<file path="src/rtl/am_mod_scheduler_pkg.sv">
// Shared types and defaults for the AM modulator parameter scheduler.
// Widths here match the modulator datapath.
package am_mod_scheduler_pkg;

  localparam int unsigned DEF_PHASE_WIDTH = 32;
  localparam int unsigned DEF_DEEP_WIDTH  = 16;

  typedef enum logic [2:0] {
    S_IDLE      = 3'd0,
    S_RAMP_DOWN = 3'd1,
    S_SWITCH    = 3'd2,
    S_SETTLE    = 3'd3,
    S_RAMP_UP   = 3'd4
  } state_t;

  // A zero step would never reach the target, so treat it as one.
  function automatic int unsigned clamp_step(int unsigned s);
    return (s == 0) ? 1 : s;
  endfunction

endpackage

</file>
<file path="src/rtl/am_deep_ramp.sv">
// Saturating one-step move of a depth value toward a target.
// Arithmetic is one bit wider so an upward step cannot wrap.
module am_deep_ramp #(
  parameter int unsigned W = 16
) (
  input  logic [W-1:0] cur,
  input  logic [W-1:0] tgt,
  input  logic [W:0]   step,
  output logic [W-1:0] next,
  output logic         at_target
);

  logic [W:0] w_cur;
  logic [W:0] w_tgt;
  logic [W:0] w_up;
  logic [W:0] w_dn;

  assign w_cur = {1'b0, cur};
  assign w_tgt = {1'b0, tgt};
  assign w_up  = w_cur + step;
  assign w_dn  = w_cur - step;

  // Step toward the target, landing exactly on it when within one step.
  always_comb begin
    next = tgt;
    if (w_cur < w_tgt) begin
      if (w_up < w_tgt) next = w_up[W-1:0];
    end else if (w_cur > w_tgt) begin
      if ((w_cur - w_tgt) > step) next = w_dn[W-1:0];
    end
    at_target = (next == tgt);
  end

endmodule

</file>
<file path="src/rtl/am_mod_scheduler.sv">
// Sequences carrier/depth changes for the AM modulator.
// Carrier switches only happen with depth ramped to zero.
module am_mod_scheduler
  import am_mod_scheduler_pkg::*;
#(
  parameter int unsigned PHASE_WIDTH = DEF_PHASE_WIDTH,
  parameter int unsigned DEEP_WIDTH  = DEF_DEEP_WIDTH,
  parameter int unsigned RAMP_STEP   = 256,
  parameter int unsigned HOLD_CYCLES = 4
) (
  input  logic                   clk_in,
  input  logic                   RST,
  input  logic                   cfg_valid,
  output logic                   cfg_ready,
  input  logic [PHASE_WIDTH-1:0] cfg_fre,
  input  logic [DEEP_WIDTH-1:0]  cfg_deep,
  input  logic                   cfg_mute,
  output logic [PHASE_WIDTH-1:0] center_fre,
  output logic [DEEP_WIDTH-1:0]  modulate_deep,
  output logic                   busy,
  output logic                   done
);

  localparam int unsigned STEP_C = clamp_step(RAMP_STEP);
  localparam int unsigned CW =
    (HOLD_CYCLES > 1) ? $clog2(HOLD_CYCLES + 1) : 1;

  state_t                 r_state;
  logic [PHASE_WIDTH-1:0] r_fre;
  logic [DEEP_WIDTH-1:0]  r_deep;
  logic [PHASE_WIDTH-1:0] r_tgt_fre;
  logic [DEEP_WIDTH-1:0]  r_tgt_deep;
  logic [CW-1:0]          r_cnt;
  logic                   r_done;

  logic [DEEP_WIDTH:0]    w_step;
  logic [DEEP_WIDTH-1:0]  w_ramp_tgt;
  logic [DEEP_WIDTH-1:0]  w_next;
  logic                   w_at;

  assign w_step     = (DEEP_WIDTH + 1)'(STEP_C);
  assign w_ramp_tgt = (r_state == S_RAMP_DOWN) ? '0 : r_tgt_deep;

  am_deep_ramp #(
    .W (DEEP_WIDTH)
  ) u_ramp (
    .cur       (r_deep),
    .tgt       (w_ramp_tgt),
    .step      (w_step),
    .next      (w_next),
    .at_target (w_at)
  );

  assign center_fre    = r_fre;
  assign modulate_deep = r_deep;
  assign done          = r_done;
  assign cfg_ready     = (r_state == S_IDLE);
  assign busy          = (r_state != S_IDLE);

  // Sequencer: accept, ramp down, switch carrier, settle, ramp up.
  always_ff @(posedge clk_in) begin
    if (!RST) begin
      r_state    <= S_IDLE;
      r_fre      <= '0;
      r_deep     <= '0;
      r_tgt_fre  <= '0;
      r_tgt_deep <= '0;
      r_cnt      <= '0;
      r_done     <= 1'b0;
    end else begin
      r_done <= 1'b0;
      unique case (r_state)
        S_IDLE: begin
          if (cfg_valid) begin
            r_tgt_fre  <= cfg_fre;
            r_tgt_deep <= cfg_mute ? '0 : cfg_deep;
            r_state    <= (cfg_fre == r_fre) ? S_RAMP_UP
                                             : S_RAMP_DOWN;
          end
        end
        S_RAMP_DOWN: begin
          r_deep <= w_next;
          if (w_at) r_state <= S_SWITCH;
        end
        S_SWITCH: begin
          r_fre   <= r_tgt_fre;
          r_cnt   <= CW'(HOLD_CYCLES);
          r_state <= (HOLD_CYCLES == 0) ? S_RAMP_UP : S_SETTLE;
        end
        S_SETTLE: begin
          r_cnt <= r_cnt - CW'(1);
          if (r_cnt <= CW'(1)) r_state <= S_RAMP_UP;
        end
        S_RAMP_UP: begin
          r_deep <= w_next;
          if (w_at) begin
            r_state <= S_IDLE;
            r_done  <= 1'b1;
          end
        end
        default: r_state <= S_IDLE;
      endcase
    end
  end

endmodule

</file>
<file path="config.mk">
export PLATFORM = sky130hd
export DESIGN_NAME = am_mod_scheduler
export DESIGN_NICKNAME = d
export VERILOG_FILES = /design/src/rtl/am_mod_scheduler_pkg.sv /design/src/rtl/am_deep_ramp.sv /design/src/rtl/am_mod_scheduler.sv
export SDC_FILE = /design/constraint.sdc
export NUM_CORES = 1
export LEC_CHECK = 0
export ABC_CLOCK_PERIOD_IN_PS = 6700
export BUFFER_PORTS_ARGS = -buffer_cell sky130_fd_sc_hd__buf_2
export CORE_MARGIN = 4
export CORE_UTILIZATION = 30
export DETAILED_ROUTE_END_ITERATION = 8
export PLACE_DENSITY = 0.48
export RECOVER_POWER = 25
export SETUP_SLACK_MARGIN = 0.4
export SLEW_MARGIN = 20
export SYNTH_ARGS = -nofsm -noshare
export SYNTH_HDL_FRONTEND = slang
export SYNTH_SLANG_ARGS = --single-unit
</file>
<file path="constraint.sdc">
create_clock -name clk_in -period 6.7 [get_ports clk_in]
set_input_delay 0.335 -clock clk_in [delete_from_list [all_inputs] [get_ports clk_in]]
set_output_delay 0.335 -clock clk_in [all_outputs]
set_load 0.05 [all_outputs]
</file>
==> summary.md <==
| Metric | Value |
|---|---|
| Main combinational cell family by area after synthesis | `simple AND/OR/NAND/NOR gates` |
| Syn Inst Count | `between 800 and 900` |
| Overflow after GRT | `0` |
| Post-synthesis xor/xnor area fraction | `0.0765` |
| Syn Std Cell Area | `6520 µm²` |
| CP Cell Sequence | `or3b_2 -> and2_1 -> ha_1 -> inv_1 -> fa_1 -> a21o_1 -> a221oi_2 -> or4_1 -> a21o_1 -> a211o_1 -> or4_4 -> and3_2 -> nor2_1 -> nand3_1 -> a21boi_0` |
| Max Fclk | `between 150 and 200 MHz` |
| Syn Area/Cell | `7.70 µm²` |
| H-tree depth | `3` |
| Net count, final | `993` |
| Met3 Track Usage GR | `0.0417` |
| Cell variety after synth | `66` |
| Final Cycle Share | `0.752` |
| Slowest stage delay, CP | `roughly 0.75 ns` |
| Post-CTS setup buffer count | `0` |
| Final setup fails | `0` |
| Final Util | `0.351` |
| Commonest non-fill, non-tap cell in the layout | `nand2_1` |
| Most frequent cells in the layout | `nand2_1, dfxtp_1, a21boi_0, buf_2` |
| Initial antenna violation count | `5` |
| Clock Tree Buf Depth | `2` |
| Port Buffers | `~100` |
| GR Util met2 | `0.258` |
| Largest net degree at the start of global routing | `103` |
| Ports | `between 100 and 150` |
| LEAKAGE | `2.82 nW` |
| Routed Antenna Nets | `0` |
| Drt pass-1 iters | `5` |
| Max-cap violation count | `0` |
| Layout cells sized above 1 | `0.113` |
| Core area | `~21000 µm²` |
| First-pass GRT wire length | `32400 µm` |
| 1st-iter DRT viols | `slightly above 400` |
| Hold Path Class | `in -> reg` |
| Die footprint | `24200 µm²` |
| Post-layout min period | `between 5 and 6 ns` |
| Tightest Pin Transition | `roughly 1.0 ns` |
| Syn_nets | `928` |
| WL/cell | `17.0 µm` |
| Max-slew headroom | `0.300` |
| Vias in the first global route | `5825` |
| Power Density | `457 nW/µm²` |
| Layout Skew | `between 0.01 and 0.015 ns` |
| Most Crowded Layer GR | `met2` |
| Post-synth ARST share | `0` |
| # rows | `53` |
| Initial Utilization | `0.307` |
| WS Path Type | `reg -> reg` |
| Synth Area in Adders | `0.0568` |
| Total CTS buffers | `9` |
| Data arrival time of the worst path | `5.32 ns` |
| Total GRT Usage | `0.166` |
| Synthesized flop and latch total | `103` |
| Most Frequent Cell on Critical Path | `a21o_1` |
| Clock latency on the worst-skew pair | `0.36 ns` |
| Synth Flop Type | `dfxtp_1` |
| Die Wd | `155 µm` |
| Startpoint types | `flip-flop` |
| Detailed-route DRC error count | `0` |
| Simple-gate share of the synthesized area | `0.266` |
| Mux contribution to synthesized area | `0.00173` |
| CTS tree | `done` |
| Worst path buffer plus inverter count | `1` |
| Outcome | `completed` |
| Number of synthesized flops with an enable pin | `0` |
| Post-CTS sizing | `0` |
| CP Capture Type | `flip-flop` |
| Fin. max-slew vios | `0` |
| Die height | `155 µm` |
| CP Max Fanout | `26` |
| Synth Area in Compound Gates | `0.241` |
| Reg clk slew, reported paths | `roughly 0.080 ns` |
| Hold Vio Cnt, Final | `0` |
| Met1 Track Usage GR | `0.230` |
| Placed wire-length estimate | `around 15000 µm` |
| Syn-to-layout area delta | `14.3%` |
| Slowest CP cell | `or3b_2` |
| Routability cong. | `0.916` |
| Final wirelength | `20200 µm` |
| CTS sink cnt | `~100` |
| Hold-fix buffer count after cts | `0` |
| Total number of vias | `6227` |
| CP top delay family | `simple AND/OR/NAND/NOR gates` |
| RSZ-0062 raised after global routing | `false` |
| Layout fillers | `2300` |
| Setup TNS | `0 ns` |
| CP required | `between 6 and 7 ns` |
| Fraction of the yosys area taken by sequential cells | `0.316` |
| CTS Root Cell | `clkbuf_16` |
| Vias per cell | `~5.2` |
| Yosys warnings | `0` |
| Max VDD drop | `0.152 mV` |
==> power breakdown <==
group,switching (mW),internal (mW),leakage (nW),total [mW]
Clock,0.269,0.265,0.147,0.534
Combinational,1.36,0.716,1.84,2.07
Sequential,0.105,0.695,0.837,0.799
==> layer usage <==
metal	vias to the layer above	wire length, µm
met1	2922	9630
met5	-	61
met2	164	9060
met3	22	1320
li1	3109	-
met4	10	163
==> worst register-to-register path: stages (launching register included) <==
cell and delay (ns):
dfxtp_1 0.58, or3b_2 0.75, and2_1 0.30, ha_1 0.19, inv_1 0.07, fa_1 0.23
a21o_1 0.15, a221oi_2 0.08, or4_1 0.44, a21o_1 0.19, a211o_1 0.30, or4_4 0.62
and3_2 0.28, nor2_1 0.47, nand3_1 0.14, a21boi_0 0.17
==> registers in the layout, indices dropped and copies added, names as in the netlist <==
signal and flops:
r_state 3, done 1, center_fre 32, r_cnt 3, modulate_deep 16, r_tgt_deep 16, r_tgt_fre 32
==> logic make-up (layout without fill, tap and decap cells) <==
family                     Yosys count  in the layout
other                                0              1
xor gates and xnor gates            57             57
DFF                                103            103
AOI/OAI and AO/OA                  221            221
and+or+nand+nor                    367            367
muxes                                1              1
buffers and inverters               69            139
adders and majority gates           29             29
==> layout make-up <==
| type | instances | area [µm²] | area share |
|---|---|---|---|
| clock inverters | 7 | 73.8 | 0.00990 |
| repair buffers | 105 | 489 | 0.0656 |
| well taps | 275 | 344 | 0.0462 |
| multi-input cells | 675 | 4190 | 0.562 |
| diodes | 1 | 2.50 | 0.000336 |
| clock buffers | 9 | 225 | 0.0302 |
| flip-flops and latches | 103 | 2060 | 0.277 |
| inverters | 18 | 67.6 | 0.00906 |
==> stage by stage <==
| step | instances | setup slack [ns] | total power, mW | area, µm² | hold slack, ns |
|---|---|---|---|---|---|
| after floorplan | 847 | 2.06 | 2.37 | 6520 | 0.436 |
| after global placement | 1176 | 1.69 | 2.90 | 7200 | 0.452 |
| after detailed placement | 1176 | 1.70 | 2.85 | 7200 | 0.459 |
| after CTS | 1192 | 1.66 | 3.40 | 7490 | 0.222 |
| after global routing | 1192 | 1.26 | 3.66 | 7450 | 0.228 |
| final | 1193 | 1.66 | 3.40 | 7450 | 0.240 |
==> final timing paths <==
check	from	end	slack, ns	cells past startpoint
hold / removal	cfg_fre[11]	r_tgt_fre[11]$_SDFFE_PN0P_	0.24	3
hold reg to reg	r_tgt_fre[24]$_SDFFE_PN0P_	r_tgt_fre[24]$_SDFFE_PN0P_	0.47	2
setup reg to reg	r_state[0]$_SDFFE_PN0P_	modulate_deep[2]$_SDFFE_PN0P_	1.66	15
setup / recovery	r_state[0]$_SDFFE_PN0P_	modulate_deep[2]$_SDFFE_PN0P_	1.66	15
==> cells in the mapped netlist (all sizes together) (4+ instances only) <==
library cell	instances	area, µm²
a211oi	5	37.5
nand2	200	751
nor2b	4	25.0
nor3	15	75.1
o21ai	22	114
o2111ai	4	35.0
dfxtp	103	2060
a21o	6	45.0
nand3	28	140
nand3b	16	120
and2	8	50.1
xor2	35	307
nand4	11	68.8
o22ai	7	43.8
a21boi	94	706
clkbuf	44	165
nor2	32	120
nor3b	4	30.0
ha	28	350
nand4b	4	35.0
a31oi	14	87.6
or2	4	25.0
o32ai	5	43.8
a21oi	34	170
and3	7	45.1
xnor2	22	193
inv	18	67.6
a2111oi	5	50.0
nand2b	9	56.3
buf	7	46.3
nor4	10	62.6
(Power assumes the default switching activity.)
